<file path="src/rtl/mem_ctrl_pkg.sv">
// Shared types and constants for the memory controller: FSM states,
// access-length codes, latched request payload and the byte-count decoder.
package mem_ctrl_pkg;

    localparam int unsigned MEM_ADDR_WIDTH = 32;
    localparam int unsigned DATA_WIDTH     = 32;
    localparam int unsigned BYTE_WIDTH     = 8;
    localparam int unsigned CNT_WIDTH      = 3;

    localparam logic [1:0] LEN_BYTE          = 2'd0;
    localparam logic [1:0] LEN_HALF          = 2'd1;
    localparam logic [1:0] LEN_WORD          = 2'd3;
    localparam logic [1:0] IO_PREFIX_DEFAULT = 2'b11;

    typedef enum logic [1:0] {
        ST_IDLE  = 2'd0,
        ST_READ  = 2'd1,
        ST_WRITE = 2'd2
    } state_t;

    typedef enum logic {
        REQ_ICACHE = 1'b0,
        REQ_LSB    = 1'b1
    } req_t;

    // Request latched at accept time.
    typedef struct packed {
        req_t                  id;
        logic [CNT_WIDTH-1:0]  nbytes;
        logic [DATA_WIDTH-1:0] wdata;
    } req_s;

    // The reserved length code 2 is served as a full word.
    function automatic logic [CNT_WIDTH-1:0] len_to_bytes(input logic [1:0] len);
        case (len)
            LEN_BYTE: return CNT_WIDTH'(1);
            LEN_HALF: return CNT_WIDTH'(2);
            default:  return CNT_WIDTH'(4);
        endcase
    endfunction

endpackage

</file>
<file path="src/rtl/mem_ctrl_if.sv">
// Request/response handshakes of the icache and LSB ports plus the
// byte-wide RAM/IO bus, as seen from the memory controller.
interface mem_ctrl_if;
    import mem_ctrl_pkg::*;

    logic                      valid_from_icache;
    logic [MEM_ADDR_WIDTH-1:0] addr_from_icache;
    logic                      valid_to_icache;
    logic [DATA_WIDTH-1:0]     data_to_icache;

    logic                      valid_from_lsb;
    logic                      wr_from_lsb;
    logic [MEM_ADDR_WIDTH-1:0] addr_from_lsb;
    logic [1:0]                len_from_lsb;
    logic [DATA_WIDTH-1:0]     data_from_lsb;
    logic                      valid_to_lsb;
    logic [DATA_WIDTH-1:0]     data_to_lsb;

    logic [BYTE_WIDTH-1:0]     mem_din;
    logic [BYTE_WIDTH-1:0]     mem_dout;
    logic [MEM_ADDR_WIDTH-1:0] mem_a;
    logic                      mem_wr;
    logic                      io_buffer_full;

    modport slave (
        input  valid_from_icache, addr_from_icache,
        input  valid_from_lsb, wr_from_lsb, addr_from_lsb, len_from_lsb, data_from_lsb,
        input  mem_din, io_buffer_full,
        output valid_to_icache, data_to_icache, valid_to_lsb, data_to_lsb,
        output mem_dout, mem_a, mem_wr
    );

    modport master (
        output valid_from_icache, addr_from_icache,
        output valid_from_lsb, wr_from_lsb, addr_from_lsb, len_from_lsb, data_from_lsb,
        output mem_din, io_buffer_full,
        input  valid_to_icache, data_to_icache, valid_to_lsb, data_to_lsb,
        input  mem_dout, mem_a, mem_wr
    );

endinterface

</file>
<file path="src/rtl/mem_ctrl.sv">
// Memory controller: arbitrates icache fetches and LSB loads/stores onto a
// byte-wide RAM/IO bus, assembling reads and serialising writes per byte.
module mem_ctrl
    import mem_ctrl_pkg::*;
#(
    parameter int unsigned ADDR_WIDTH = MEM_ADDR_WIDTH,
    parameter logic [1:0]  IO_PREFIX  = IO_PREFIX_DEFAULT
) (
    input  logic      clk,
    input  logic      rst,
    input  logic      rdy,
    mem_ctrl_if.slave bus
);

    state_t                  state_q,    state_n;
    req_s                    req_q,      req_n;
    logic [ADDR_WIDTH-1:0]   addr_q,     addr_n;
    logic [ADDR_WIDTH-1:0]   mem_a_q,    mem_a_n;
    logic [CNT_WIDTH-1:0]    issue_q,    issue_n;
    logic [CNT_WIDTH-1:0]    cap_q,      cap_n;
    logic [DATA_WIDTH-1:0]   rbuf_q,     rbuf_n;
    logic                    restart_q,  restart_n;
    logic [BYTE_WIDTH-1:0]   mem_dout_q, mem_dout_n;
    logic                    vic_q,      vic_n;
    logic                    vlsb_q,     vlsb_n;
    logic [DATA_WIDTH-1:0]   dic_q,      dic_n;
    logic [DATA_WIDTH-1:0]   dlsb_q,     dlsb_n;

    logic       acc_lsb_c, acc_ic_c, io_stall_c;
    logic [1:0] cap_idx_c, wr_idx_c;

    // A port still showing its done pulse is holding a stale valid.
    assign acc_lsb_c  = bus.valid_from_lsb    && !vlsb_q;
    assign acc_ic_c   = bus.valid_from_icache && !vic_q;
    assign io_stall_c = (addr_q[17:16] == IO_PREFIX) && bus.io_buffer_full;
    assign cap_idx_c  = 2'(cap_q - CNT_WIDTH'(1));
    assign wr_idx_c   = 2'(issue_q + CNT_WIDTH'(1));

    assign bus.mem_wr          = rdy && (state_q == ST_WRITE) && !io_stall_c;
    assign bus.mem_a           = mem_a_q;
    assign bus.mem_dout        = mem_dout_q;
    assign bus.valid_to_icache = vic_q;
    assign bus.data_to_icache  = dic_q;
    assign bus.valid_to_lsb    = vlsb_q;
    assign bus.data_to_lsb     = dlsb_q;

    // Next-state and datapath logic.
    always_comb begin
        state_n    = state_q;
        req_n      = req_q;
        addr_n     = addr_q;
        mem_a_n    = mem_a_q;
        issue_n    = issue_q;
        cap_n      = cap_q;
        rbuf_n     = rbuf_q;
        restart_n  = restart_q;
        mem_dout_n = mem_dout_q;
        vic_n      = vic_q;
        vlsb_n     = vlsb_q;
        dic_n      = dic_q;
        dlsb_n     = dlsb_q;

        if (!rdy) begin
            // Bytes seen while frozen are untrustworthy; re-run the read.
            if (state_q == ST_READ) restart_n = 1'b1;
        end else begin
            vic_n  = 1'b0;
            vlsb_n = 1'b0;
            case (state_q)
                ST_IDLE: begin
                    if (acc_lsb_c) begin
                        req_n.id     = REQ_LSB;
                        req_n.nbytes = len_to_bytes(bus.len_from_lsb);
                        req_n.wdata  = bus.data_from_lsb;
                        addr_n       = bus.addr_from_lsb;
                        mem_a_n      = bus.addr_from_lsb;
                        if (bus.wr_from_lsb) begin
                            mem_dout_n = bus.data_from_lsb[BYTE_WIDTH-1:0];
                            state_n    = ST_WRITE;
                        end else begin
                            state_n    = ST_READ;
                        end
                    end else if (acc_ic_c) begin
                        req_n.id     = REQ_ICACHE;
                        req_n.nbytes = CNT_WIDTH'(4);
                        req_n.wdata  = '0;
                        addr_n       = bus.addr_from_icache;
                        mem_a_n      = bus.addr_from_icache;
                        state_n      = ST_READ;
                    end
                    if (acc_lsb_c || acc_ic_c) begin
                        issue_n   = '0;
                        cap_n     = '0;
                        rbuf_n    = '0;
                        restart_n = 1'b0;
                    end
                end

                ST_READ: begin
                    if (restart_q) begin
                        restart_n = 1'b0;
                        mem_a_n   = addr_q;
                        issue_n   = '0;
                        cap_n     = '0;
                        rbuf_n    = '0;
                    end else begin
                        if (issue_q < req_q.nbytes - CNT_WIDTH'(1)) begin
                            issue_n = issue_q + CNT_WIDTH'(1);
                            mem_a_n = mem_a_q + ADDR_WIDTH'(1);
                        end
                        // mem_din lags mem_a by one cycle, so capture trails issue.
                        if (cap_q != '0) rbuf_n[{cap_idx_c, 3'b000} +: BYTE_WIDTH] = bus.mem_din;
                        cap_n = cap_q + CNT_WIDTH'(1);
                        if (cap_q == req_q.nbytes) begin
                            state_n = ST_IDLE;
                            if (req_q.id == REQ_LSB) begin
                                vlsb_n = 1'b1;
                                dlsb_n = rbuf_n;
                            end else begin
                                vic_n  = 1'b1;
                                dic_n  = rbuf_n;
                            end
                        end
                    end
                end

                ST_WRITE: begin
                    if (!io_stall_c) begin
                        if (issue_q == req_q.nbytes - CNT_WIDTH'(1)) begin
                            state_n = ST_IDLE;
                            vlsb_n  = 1'b1;
                        end else begin
                            issue_n    = issue_q + CNT_WIDTH'(1);
                            mem_a_n    = mem_a_q + ADDR_WIDTH'(1);
                            mem_dout_n = req_q.wdata[{wr_idx_c, 3'b000} +: BYTE_WIDTH];
                        end
                    end
                end

                default: state_n = ST_IDLE;
            endcase
        end
    end

    // State register.
    always_ff @(posedge clk or posedge rst) begin
        if (rst) begin
            state_q    <= ST_IDLE;
            req_q      <= '0;
            addr_q     <= '0;
            mem_a_q    <= '0;
            issue_q    <= '0;
            cap_q      <= '0;
            rbuf_q     <= '0;
            restart_q  <= 1'b0;
            mem_dout_q <= '0;
            vic_q      <= 1'b0;
            vlsb_q     <= 1'b0;
            dic_q      <= '0;
            dlsb_q     <= '0;
        end else begin
            state_q    <= state_n;
            req_q      <= req_n;
            addr_q     <= addr_n;
            mem_a_q    <= mem_a_n;
            issue_q    <= issue_n;
            cap_q      <= cap_n;
            rbuf_q     <= rbuf_n;
            restart_q  <= restart_n;
            mem_dout_q <= mem_dout_n;
            vic_q      <= vic_n;
            vlsb_q     <= vlsb_n;
            dic_q      <= dic_n;
            dlsb_q     <= dlsb_n;
        end
    end

endmodule

</file>
<file path="src/flat_wrapper.sv">
// flat-port wrapper written by rule: the top's interface ports become plain ports
module mem_ctrl_flat import mem_ctrl_pkg::*;
#(
    parameter int unsigned ADDR_WIDTH = MEM_ADDR_WIDTH,
    parameter logic [1:0]  IO_PREFIX  = IO_PREFIX_DEFAULT
)
  (clk, rst, rdy, bus_valid_from_icache, bus_addr_from_icache, bus_valid_from_lsb, bus_wr_from_lsb, bus_addr_from_lsb, bus_len_from_lsb, bus_data_from_lsb, bus_mem_din, bus_io_buffer_full, bus_valid_to_icache, bus_data_to_icache, bus_valid_to_lsb, bus_data_to_lsb, bus_mem_dout, bus_mem_a, bus_mem_wr);
  mem_ctrl_if bus_i ();
  input  logic clk;
  input  logic rst;
  input  logic rdy;
  input wire logic [$bits(bus_i.valid_from_icache)-1:0] bus_valid_from_icache;
  input wire logic [$bits(bus_i.addr_from_icache)-1:0] bus_addr_from_icache;
  input wire logic [$bits(bus_i.valid_from_lsb)-1:0] bus_valid_from_lsb;
  input wire logic [$bits(bus_i.wr_from_lsb)-1:0] bus_wr_from_lsb;
  input wire logic [$bits(bus_i.addr_from_lsb)-1:0] bus_addr_from_lsb;
  input wire logic [$bits(bus_i.len_from_lsb)-1:0] bus_len_from_lsb;
  input wire logic [$bits(bus_i.data_from_lsb)-1:0] bus_data_from_lsb;
  input wire logic [$bits(bus_i.mem_din)-1:0] bus_mem_din;
  input wire logic [$bits(bus_i.io_buffer_full)-1:0] bus_io_buffer_full;
  output wire logic [$bits(bus_i.valid_to_icache)-1:0] bus_valid_to_icache;
  output wire logic [$bits(bus_i.data_to_icache)-1:0] bus_data_to_icache;
  output wire logic [$bits(bus_i.valid_to_lsb)-1:0] bus_valid_to_lsb;
  output wire logic [$bits(bus_i.data_to_lsb)-1:0] bus_data_to_lsb;
  output wire logic [$bits(bus_i.mem_dout)-1:0] bus_mem_dout;
  output wire logic [$bits(bus_i.mem_a)-1:0] bus_mem_a;
  output wire logic [$bits(bus_i.mem_wr)-1:0] bus_mem_wr;
  assign bus_i.valid_from_icache = bus_valid_from_icache;
  assign bus_i.addr_from_icache = bus_addr_from_icache;
  assign bus_i.valid_from_lsb = bus_valid_from_lsb;
  assign bus_i.wr_from_lsb = bus_wr_from_lsb;
  assign bus_i.addr_from_lsb = bus_addr_from_lsb;
  assign bus_i.len_from_lsb = bus_len_from_lsb;
  assign bus_i.data_from_lsb = bus_data_from_lsb;
  assign bus_i.mem_din = bus_mem_din;
  assign bus_i.io_buffer_full = bus_io_buffer_full;
  assign bus_valid_to_icache = bus_i.valid_to_icache;
  assign bus_data_to_icache = bus_i.data_to_icache;
  assign bus_valid_to_lsb = bus_i.valid_to_lsb;
  assign bus_data_to_lsb = bus_i.data_to_lsb;
  assign bus_mem_dout = bus_i.mem_dout;
  assign bus_mem_a = bus_i.mem_a;
  assign bus_mem_wr = bus_i.mem_wr;
  mem_ctrl #(.ADDR_WIDTH(ADDR_WIDTH), .IO_PREFIX(IO_PREFIX)) u_core (.clk(clk), .rst(rst), .rdy(rdy), .bus(bus_i));
endmodule
</file>
<file path="config.mk">
export PLATFORM = sky130hd
export DESIGN_NAME = mem_ctrl_flat
export DESIGN_NICKNAME = d
export VERILOG_FILES = /design/src/rtl/mem_ctrl_pkg.sv /design/src/rtl/mem_ctrl_if.sv /design/src/rtl/mem_ctrl.sv /design/src/flat_wrapper.sv
export SDC_FILE = /design/constraint.sdc
export NUM_CORES = 1
export LEC_CHECK = 0
export BUFFER_PORTS_ARGS = -buffer_cell sky130_fd_sc_hd__buf_2
export CORE_MARGIN = 4
export CORE_UTILIZATION = 45
export DETAILED_ROUTE_END_ITERATION = 7
export GPL_ROUTABILITY_DRIVEN = 1
export PLACE_DENSITY = 0.68
export SKIP_LAST_GASP = 1
export SYNTH_ARGS = -nofsm -noshare
export SYNTH_HDL_FRONTEND = slang
export SYNTH_SLANG_ARGS = --single-unit
</file>
<file path="constraint.sdc">
create_clock -name clk -period 15.48 [get_ports clk]
set_input_delay 0.774 -clock clk [delete_from_list [all_inputs] [get_ports clk]]
set_output_delay 0.774 -clock clk [all_outputs]
set_load 0.05 [all_outputs]
</file>
Word level (Yosys, flattened, before mapping)
Cells that the tools add are included.

Bits in registers: 215. Bits in latches: 0. RAM bits: 0. ROM bits: 0. Output and inout bits: 107. Word-level logic and storage cells: 120. Memories: 0.

Add/subtract/negate cells: 6. Multiply operators: 0. Div/mod/pow operators: 0. Order comparisons: 1. Equal/unequal tests: 17. Shifts and indexed selects: 3. Mux-type cells: 50. Bitwise gates (word level): 2. Reductions and logical operators: 26.

Operator list (count): $mux 32 (9); $pmux 32 s3 (1); $mux 36 (2); $pmux 32 s2 (1); $add 32x1->32 const B (1); $bwmux 32 (1); $mux 8 (4); $shift 8x7->32 const A (1); $shiftx 32x6->8 (1); $shiftx 8x7->32 (1); $reduce_and 6->1 (4); $mux 3 (6); $pmux 8 s2 (1); $mux 2 (7); $mux 1 (12); $ne 2x2->1 const B (6); $pmux 3 s2 (2); $reduce_and 5->1 (2); $pmux 3 s3 (1); $reduce_and 3->1 (3); $reduce_bool 2->1 (4); $neg 5->7 (1); $add 3x1->3 const B (2); $eq 3x3->1 (2); other kinds (16) (30).

Depth between registers and ports, before layout
Gate-level depths: netlist of run 1.

Depth in word-level cells: 7. Depth in mapped cells: 11. Depth with buffers taken out: 9.

Worst setup path before layout of run 1
OpenSTA, ideal clock, no wires.

Kind: flip-flop to output port. Start: register u_core.state_q[0]. End: output bus_mem_wr. Arrival time: 1908 ps. Path slack: 12798 ps. Stages on the path, launching flop included: 7. Path through: dfrtp_1 inv_1 ha_1 clkbuf_1 clkbuf_1 nand2_1 nor2_1.

Longest elaborated chain between the ends: 3.

Ends and longest elaborated chain: start: declaration (line mem_ctrl.sv:15) `state_t state_q, state_n;`; start signal: assignment (line mem_ctrl.sv:162) `state_q <= state_n;`; $eq 2x2->1 (line mem_ctrl.sv:39) `assign bus.mem_wr = rdy && (state_q == ST_WRITE) && !io_stall_c;`; $logic_and 1x1->1 (2 in a row) (line mem_ctrl.sv:39); end: declaration (line flat_wrapper.sv:27) `output wire logic [$bits(bus_i.mem_wr)-1:0] bus_mem_wr;`.

No other way between the ends.

Worst setup path after layout of run 1
Same ends and word-level chain as after synthesis.

==> reports/qor.txt, run 1 <==
Hold_ws -> 0.473 ns
Max Freq -> 313 MHz
Initial antenna violation count -> 1
CTS Buf Count -> 24
Syn nets -> 1202
Die Span X -> 162 um
Vias post-DR -> 9147
Worst-path clk slew -> 0.06 ns
Data arrival, critical path -> 2.43 ns
Setup Buffers After CTS -> 0
FILL cells -> 2095
CTS tree -> built
Setup CP Type -> register to primary output
Max_cap viols -> 0
CP bufs+invs -> 2
Syn Std Cell Area -> 10600 sq um
Yosys top cell area share -> 50.6%
Crit end category -> primary output
Num rows -> 55
Crit-path max cell delay -> 0.65 ns
IO Port Bufs -> 219
Clock sink count -> 215
Area grow syn2layout -> 19.6%
Synth Instances -> 1073
Final hold violation count -> 0
Residual DRC -> 0
Global Route Usage Sum -> 22.8%
Final Max Tran Viols -> 0
Fraction of registers with async set/reset -> 100%
Netlist cell types -> 67
Pwr Density -> 186 nW/um^2
Post-DP HPWL -> 20600 um
Clk root buf -> clkbuf_16
Die Y -> 162 um
Diodes inserted -> 0
Gp weighted congestion -> 0.835
P_leak -> 5.93 nW
Worst-path maximum fanout -> 17
Pre-CTS setup slack -> 12.57 ns
Vias in the first global route -> 8975
Routed Antenna Nets -> 0
Primary FF master, synth -> dfrtp_1
RSZ-0062 raised after global routing -> no
Final wirelength -> 30700 um
Top delay family on crit path -> adder cells
Finish-stage setup viols -> 0
Final Cycle Share -> 20.7%
Hold WC Path Type -> register to register
CP cell instances -> inv_1, ha_1, nand2_1, nor2_1, buf_2
DR vias/cell -> 5.82
Startpoint types -> register
DRT iter0 DRCs -> 572
I/O pin count -> 220
Longest Clk Path Bufs -> 3
Fin Setup TNS -> 0 ns
Status -> complete, no violations
Register bit total from synthesis -> 215
Nets@finish -> 1373
Rel. slew slack -> 28.7%
Clock Skew -> 0.0135 ns
Cell taking the most area after synthesis -> dfrtp_1
Pre-antenna DRT Iters -> 5
Hold_buf cts -> 0
# H-tree levels -> 1
Syn_area_per_cell -> 9.91 sq um
Core area -> 22900 sq um
Syn. warnings -> 0
VDD IR-drop max -> 0.000112 V
Number of synthesized flops with an enable pin -> 0
Worst-Margin Slew -> 1.07 ns
Total gr overflow -> 0
Post-cts resize count -> 0
First-pass GRT wire length -> 48800 um
Final worst slack -> 12.28 ns
Seq/Total Area, Yosys -> 50.6%
CP max-delay cell -> ha_1
Die area -> 26200 sq um
Min Tclk post-route -> 3.20 ns
Worst skew pair latency -> 0.52 ns
CP required -> 14.71 ns
Top cells by area, synth -> dfrtp_1, nand2_1, a22o_1, o21ai_0, clkbuf_1
Largest net degree at the start of global routing -> 139
Share of post-route cells with drive strength above 1 -> 25.0%
Initial core utilization -> 46.4%
Routed len/inst -> 19.5 um
## cells in the mapped netlist (all sizes together) (7+ instances only)
cell and n:
ha 16, o21ai 106, nand3 24, nor2b 7, o31ai 18, nand2 182, and3b 13, mux4 8
inv 22, mux2i 17, a211oi 27, nor4 11, buf 15, a21oi 14, and2 7, dfrtp 215
clkbuf 72, a22o 65, mux2 18, nor3 10, a31oi 23, and3 10, nor2 41, nand4 17
a22oi 32
## report_power, final
group	total (mW)	internal [mW]	switching, mW	leakage [nW]
registers	0.859	0.706	0.153	2.81
clock network	0.579	0.350	0.229	0.400
logic	0.932	0.309	0.622	2.72
## through the flow
stage	cell area [sq um]	util (%)	power (mW)	cells
finish	12700	55.5	2.37	1572
floorplan	10600	-	1.53	1073
CTS	12700	55.5	2.38	1572
detailed placement	11900	52.0	1.79	1531
global placement	11900	52.0	1.77	1531
global route	12700	55.5	2.51	1572
## state kept, by name, indices dropped and copies added (netlist names), 2 cells and up
signal / flops
u_core.bus.data_to_icache: 32
u_core.req_q: 36
u_core.bus.mem_dout: 8
u_core.issue_q: 3
u_core.bus.data_to_lsb: 32
u_core.rbuf_q: 32
u_core.state_q: 2
u_core.cap_q: 3
u_core.bus.mem_a: 32
u_core.addr_q: 32
## logic make-up (layout without fill, tap and decap cells)
| group | Yosys count | in the layout | share of synthesized area, % |
|---|---|---|---|
| and+or+nand+nor | 343 | 343 | 15.5 |
| muxes | 43 | 43 | 5.20 |
| AOI/OAI and AO/OA | 339 | 339 | 22.2 |
| DFF | 215 | 215 | 50.6 |
| xor gates and xnor gates | 7 | 7 | 0.576 |
| buffers and inverters | 110 | 296 | 4.03 |
| adders and majority gates | 16 | 16 | 1.88 |
## cell type report
cell class                      instances  area, sq um  area share, %
Timing Repair Buffer                  232         1190           9.39
Clock buffer                           34          708           5.57
Clock inverter                          7         96.3          0.758
Inverter                               23         93.8          0.738
Sequential cell                       215         5380           42.3
Multi-Input combinational cell        748         4850           38.2
Tap cell                              313          392           3.08
## final timing paths
check,startpoint,slack (ns),cells after the start,endpoint
max,u_core.state_q[0]$_DFFE_PP0P_,12.28,5,bus_mem_wr
max in group asynchronous,rst,13.37,3,u_core.rbuf_q[24]$_DFFE_PP0P_
min reg2reg,u_core.bus.data_to_lsb[4]$_DFFE_PP0P_,0.47,2,u_core.bus.data_to_lsb[4]$_DFFE_PP0P_
min,u_core.bus.data_to_lsb[4]$_DFFE_PP0P_,0.47,2,u_core.bus.data_to_lsb[4]$_DFFE_PP0P_
min in group asynchronous,rst,0.48,2,u_core.bus.data_to_icache[26]$_DFFE_PP0P_
max reg2reg,u_core.state_q[0]$_DFFE_PP0P_,12.56,7,u_core.bus.mem_a[30]$_DFFE_PP0P_
## tightest hold or removal path, stage by stage, from the launching register on
cell,delay [ns]
dfrtp_1,0.34
nand2_1,0.04
o21ai_0,0.06
## placed cells by master, fill, tap and decap left out, types with 5 or more instances in the layout
cell	count
nor2_1	39
nor2b_1	6
nor4_1	9
o32ai_1	6
mux2_2	18
and3_1	9
o31ai_1	18
o22ai_1	5
a21oi_1	13
ha_1	16
a32o_1	5
buf_2	219
nand3_1	23
a31oi_1	23
nand4_1	16
nand2_1	182
o21ai_0	106
clkbuf_16	24
dfrtp_1	215
and3b_1	13
mux2i_1	17
mux4_2	8
nand2b_1	6
a22o_1	65
buf_4	13
xor2_1	5
clkbuf_8	7
a22oi_1	32
inv_1	21
a41oi_1	5
and2_1	7
nor3_1	10
a211oi_1	27
## layer usage
| metal | global-route usage (%) | wire, um |
|---|---|---|
| met1 | 30.9 | 12800 |
| met2 | 38.2 | 14900 |
| met3 | 3.86 | 2250 |
| met4 | 6.23 | 715 |
| met5 | 0 | 13 |
(Power assumes the default switching activity.)
==> run 2, diff against run 1 <==
ABC_AREA = 1   (was default)
PLACE_DENSITY = 0.7   (was 0.68)
clock period = 2.7 ns   (was 15.48 ns; I/O delays follow)
==> run 2 against run 1 <==
Effect of this change: clock power grew to 5.5 times the previous value; critical endpoint is now u_core.addr_q[10]$_DFFE_PP0P_; first-iteration DRC count grew 79%; critical path type is now register to register; synthesized area grew 4.7%.
==> reports/qor.txt, run 2 <==
Status -> complete, no violations
Diodes inserted -> 0
Util after Layout -> 57.8%
Top reg by flops -> u_core.req_q
Final Max Tran Viols -> 0
Worst-path maximum fanout -> 36
Pre-antenna DRT Iters -> 6
Final Cycle Share -> 91.6%
Fraction of registers with async set/reset -> 100%
CP required -> 3.15 ns
Top cells by area, synth -> dfrtp_1, nand2_1, o21ai_0, inv_1, nor2_1
I/O pin count -> 220
Syn nets -> 1567
Seq/Total Area, Yosys -> 48.3%
# H-tree levels -> 1
Pre-CTS setup slack -> 0.399 ns
Syn_area_per_cell -> 7.74 sq um
Synth Instances -> 1438
RSZ-0062 raised after global routing -> no
Final hold violation count -> 0
CTS Buf Count -> 23
Startpoint types -> register
Longest Clk Path Bufs -> 3
Primary FF master, synth -> dfrtp_1
Final wirelength -> 32400 um
DR vias/cell -> 5.18
Max Freq -> 404 MHz
Routed len/inst -> 15.8 um
Register bit total from synthesis -> 215
Hold_ws -> 0.00977 ns
Worst-path clk slew -> 0.06 ns
First-pass GRT wire length -> 52500 um
Residual DRC -> 0
Pwr Density -> 962 nW/um^2
P_leak -> 6.98 nW
Die Y -> 165 um
Max reg flops -> 36
Data arrival, critical path -> 2.92 ns
Min Tclk post-route -> 2.47 ns
Commonest non-fill, non-tap cell in the layout -> nand2_1
FILL cells -> 2223
Num rows -> 57
VDD IR-drop max -> 0.000574 V
Yosys top cell area share -> 48.3%
Post-DP HPWL -> 21800 um
Largest net degree at the start of global routing -> 100
Crit end category -> register
Commonest cells after routing, fill and taps aside -> nand2_1, buf_2, dfrtp_1
Nets@finish -> 1843
Syn Std Cell Area -> 11100 sq um
DP Area -> 12400 sq um
Worst skew pair latency -> 0.52 ns
Clock Skew -> 0.0222 ns
Cell area after layout -> 14100 sq um
Cell taking the most area after synthesis -> dfrtp_1
Routed Antenna Nets -> 0
Initial core utilization -> 45.8%
Vias in the first global route -> 10300
Area grow syn2layout -> 26.2%
Netlist cell types -> 41
Fin Setup TNS -> 0 ns
Total gr overflow -> 0
Clock sink count -> 215
Share of post-route cells with drive strength above 1 -> 18.4%
Worst-Margin Slew -> 0.828 ns
Setup CP Type -> register to register
Final worst slack -> 0.228 ns
IO Port Bufs -> 219
DRT iter0 DRCs -> 1022
Setup Buffers After CTS -> 0
Vias post-DR -> 10600
Max_cap viols -> 0
Die Span X -> 165 um
Rel. slew slack -> 44.8%
Number of synthesized flops with an enable pin -> 0
Gp weighted congestion -> 0.902
Die area -> 27300 sq um
CTS tree -> built
Clk root buf -> clkbuf_16
Finish-stage setup viols -> 0
Core area -> 24300 sq um
Initial antenna violation count -> 0
Global Route Usage Sum -> 23.5%
Syn. warnings -> 0
Count leader, synth -> nand2_1
Top cells by count, synth -> nand2_1, dfrtp_1, o21ai_0, inv_1, nor2_1
Hold WC Path Type -> input port to register
## run 2: area by class of cell
| cell class | count | area [sq um] | area share [%] |
|---|---|---|---|
| clock buffers | 30 | 652 | 4.64 |
| clock inverters | 10 | 110 | 0.783 |
| inverters | 130 | 494 | 3.52 |
| multi-input cells | 1023 | 4890 | 34.8 |
| flip-flops and latches | 215 | 5380 | 38.3 |
| well taps | 324 | 405 | 2.88 |
| repair buffers | 321 | 2120 | 15.1 |
## run 2: where the power goes
part           internal, mW  leakage, nW  switching, mW
logic                  1.65         3.77           3.85
clock network          1.89        0.379           1.32
registers              4.06         2.83          0.761
## run 2: worst paths after layout
kind / startpoint / endpoint / slack [ns] / depth (start not counted)
hold reg to reg: u_core.bus.data_to_icache[15]$_DFFE_PP0P_ / u_core.bus.data_to_icache[15]$_DFFE_PP0P_ / 0.47 / 2
min in group asynchronous: rst / u_core.addr_q[31]$_DFFE_PP0P_ / 0.25 / 3
max in group asynchronous: rst / u_core.rbuf_q[0]$_DFFE_PP0P_ / 1.55 / 4
hold / removal: bus_addr_from_icache[13] / u_core.bus.mem_a[13]$_DFFE_PP0P_ / 0.01 / 5
setup / recovery: u_core.state_q[0]$_DFFE_PP0P_ / u_core.addr_q[10]$_DFFE_PP0P_ / 0.23 / 10
setup reg to reg: u_core.state_q[0]$_DFFE_PP0P_ / u_core.addr_q[10]$_DFFE_PP0P_ / 0.23 / 10
## run 2: worst max-delay path, stage by stage (launching register included)
cell	delay, ns
dfrtp_1	0.41
inv_1	0.10
ha_1	0.29
nand2_1	0.13
inv_1	0.09
nand2_1	0.08
inv_2	0.33
buf_12	0.24
nor2_1	0.05
a31oi_1	0.12
dlygate4sd3_1	0.56
## run 2: through the flow
step	std cells	total power [mW]
4_1_cts	2053	13.6
6_report	2053	13.5
3_5_place_dp	1928	10.2
3_3_place_gp	1928	10.1
2_1_floorplan	1438	8.77
5_1_grt	2053	14.5
## run 2: logic make-up (layout without fill, tap and decap cells)
logic type               count (synthesis)  in the layout  synth area share (%)
AO/OA/AOI/OAI                          312            312                  15.1
adder cells (fa/ha/maj)                 16             16                  1.80
buffers and inverters                  200            491                  7.80
AND/OR/NAND/NOR                        676            676                  25.4
flip-flops                             215            215                  48.3
multiplexers                            11             11                 0.989
XOR/XNOR                                 8              8                 0.629
## run 2: metal layers
metal	vias to the layer above	GRT usage, %	wire length (um)
li1	5226	-	-
met1	5022	34.2	15000
met2	342	37.3	14600
met3	45	3.33	2150
met4	0	5.92	613
met5	-	0	0
## run 2: repair_timing
item / in CTS / in global routing
gates resized for setup: 0 / 0
hold buffers: 85 / 0
endpoints found under the hold margin: 98 / 0
==> run 3, diff against run 2 <==
BUFFER_PORTS_ARGS = -buffer_cell sky130_fd_sc_hd__buf_4   (was -buffer_cell sky130_fd_sc_hd__buf_2)
CELL_PAD_IN_SITES_DETAIL_PLACEMENT = 0   (was default)
CELL_PAD_IN_SITES_GLOBAL_PLACEMENT = 1   (was default)
CORE_UTILIZATION = 37   (was 45)
PLACE_DENSITY = default   (was 0.7)
PLACE_DENSITY_LB_ADDON = 0.1   (was default)
SLEW_MARGIN = 20   (was default)
==> run 3 against run 2 <==
Effect of this change: the run now ends with negative hold slack left; highest routed layer unchanged; critical path type unchanged; clock power is 6% higher; clock skew is 0.0061 ns lower; die area is 21% higher; setup slack better by 0.086 ns; largest cell class unchanged.
==> reports/qor.txt, run 3 (synthesis results as in run 2) <==
Non-filler instance count after layout -> 2147
Global Route Usage Sum -> 20.7%
Finish-stage setup viols -> 0
Net switching power -> 6.06 mW
Worst-path maximum fanout -> 33
Top reg by flops -> u_core.req_q
Hold_ws -> -0.00134 ns
Diodes inserted -> 0
Die area -> 32900 sq um
R2R setup slack -> 0.31 ns
Area grow syn2layout -> 34.3%
Sw frac -> 43.0%
CP required -> 3.17 ns
Hold_buf cts -> 95
# H-tree levels -> 1
HP Start -> bus_addr_from_icache[6]
CTS Buf Count -> 25
Final hold violation count -> 2
Status -> finished, violations left
Final Total Pwr -> 14.1 mW
Die Y -> 181 um
Worst-path clk slew -> 0.06 ns
Setup CP Type -> register to register
Gp weighted congestion -> 0.836
Die Span X -> 181 um
Initial antenna violation count -> 0
Num rows -> 63
Share of post-route cells with drive strength above 1 -> 18.9%
Clock Skew -> 0.0161 ns
Min Tclk post-route -> 2.39 ns
DP Area -> 13200 sq um
Commonest non-fill, non-tap cell in the layout -> nand2_1
Final Cycle Share -> 88.4%
VDD IR-drop max -> 0.000505 V
Setup Buffers After CTS -> 0
Final wirelength -> 34500 um
Hold WC Path Type -> input port to register
Pint -> 8.02 mW
Worst skew pair latency -> 0.54 ns
RSZ-0062 raised after global routing -> no
Register area -> 5380 sq um
Commonest cells after routing, fill and taps aside -> nand2_1, buf_4, dfrtp_1
Cell area after layout -> 15000 sq um
Vias post-DR -> 10500
Post-DP HPWL -> 24400 um
Routed len/inst -> 16.1 um
DR vias/cell -> 4.89
Core area -> 29600 sq um
Reg2reg end -> u_core.req_q[32]$_DFFE_PP0P_
Hold Path Sink -> u_core.addr_q[6]$_DFFE_PP0P_
Rel. slew slack -> 56.0%
First-pass GRT wire length -> 56800 um
Largest net degree at the start of global routing -> 73
Clock sink count -> 215
Reg2reg start -> u_core.state_q[0]$_DFFE_PP0P_
Crit end category -> register
CTS tree -> built
Clock share of power -> 24.2%
Max reg flops -> 36
Nets@finish -> 1868
Longest Clk Path Bufs -> 3
DRT iter0 DRCs -> 651
Final Max Tran Viols -> 0
Routed Antenna Nets -> 0
Multi-input gate area -> 4890 sq um
Pre-antenna DRT Iters -> 5
P_leak -> 7.23 nW
Pwr Density -> 942 nW/um^2
Max Freq -> 419 MHz
FILL cells -> 2933
Residual DRC -> 0
Initial core utilization -> 37.6%
Worst Hold Depth -> 3
DP Cell Count -> 2007
Failing checks -> negative hold slack
Util after Layout -> 50.5%
IO Port Bufs -> 219
Post-cts resize count -> 0
Data arrival, critical path -> 2.86 ns
Sequential share of power -> 34.4%
Clk root buf -> clkbuf_16
Total gr overflow -> 0
Max_cap viols -> 0
Startpoint types -> register
Gate power share -> 41.5%
Fin Setup TNS -> 0 ns
I/O pin count -> 220
Worst-Margin Slew -> 0.660 ns
Worst-case reg-to-reg path depth -> 8
Vias in the first global route -> 10400
## run 3: cell count changes in the layout (fill, tap and decap cells not counted), moves of 2 or more
cell / before / now
clkbuf_8: 5 / 8
clkbuf_1: 2 / 6
buf_4: 13 / 245
clkbuf_16: 23 / 25
inv_6: 2 / 0
clkinv_2: 5 / 3
dlygate4sd3_1: 85 / 95
buf_2: 219 / 0
## run 3: power groups by stage
stage          registers [mW]  clock network, mW  logic [mW]
2_1_floorplan            5.72                  0        3.05
3_3_place_gp             4.90                  0        5.66
3_5_place_dp             4.89                  0        5.71
4_1_cts                  4.85               3.50        5.89
5_1_grt                  4.95               3.63        6.51
6_report                 4.84               3.41        5.84
## run 3: how the worst max path moves through the flow
stage / start / endpoint / slack (ns) / cells after the start
floorplan: rst / u_core.addr_q[0]$_DFFE_PP0P_ / -0.23 / 1
global placement: u_core.req_q[32]$_DFFE_PP0P_ / u_core.bus.mem_a[21]$_DFFE_PP0P_ / 0.42 / 14
detailed placement: u_core.req_q[32]$_DFFE_PP0P_ / u_core.bus.mem_a[6]$_DFFE_PP0P_ / 0.37 / 14
CTS: u_core.state_q[0]$_DFFE_PP0P_ / u_core.req_q[32]$_DFFE_PP0P_ / 0.30 / 8
global route: u_core.req_q[32]$_DFFE_PP0P_ / u_core.bus.mem_a[21]$_DFFE_PP0P_ / 0.07 / 14
finish: u_core.state_q[0]$_DFFE_PP0P_ / u_core.req_q[32]$_DFFE_PP0P_ / 0.31 / 8
## run 3: final cells by class
type,instances,share of cell area [%]
flip-flops and latches,215,36.0
multi-input cells,1023,32.7
repair buffers,344,19.2
clock buffers,39,5.07
inverters,130,3.30
well taps,390,3.26
clock inverters,6,0.485
## run 3: through the flow
step	setup WS (ns)	hold WS, ns
3_3_place_gp	0.424	0.143
2_1_floorplan	-0.233	0.244
3_5_place_dp	0.373	0.150
5_1_grt	0.0698	0.0140
4_1_cts	0.304	0.000278
6_report	0.314	-0.00134
## run 3: worst max-delay path, cell delays in order, from the launching register on
cell and delay, ns:
dfrtp_1 0.41, inv_1 0.09, ha_1 0.30, nand2_1 0.12, nor2_2 0.12, buf_4 0.33, inv_1 0.13, o32ai_1 0.22
dlygate4sd3_1 0.58
## run 3: metal layers
metal / global-route usage, % / vias to the layer above / wire length [um]
li1: - / 5288 / -
met1: 31.2 / 4905 / 16900
met2: 32.5 / 278 / 15400
met3: 2.32 / 37 / 1620
met4: 3.93 / 0 / 541
met5: 0 / - / 0
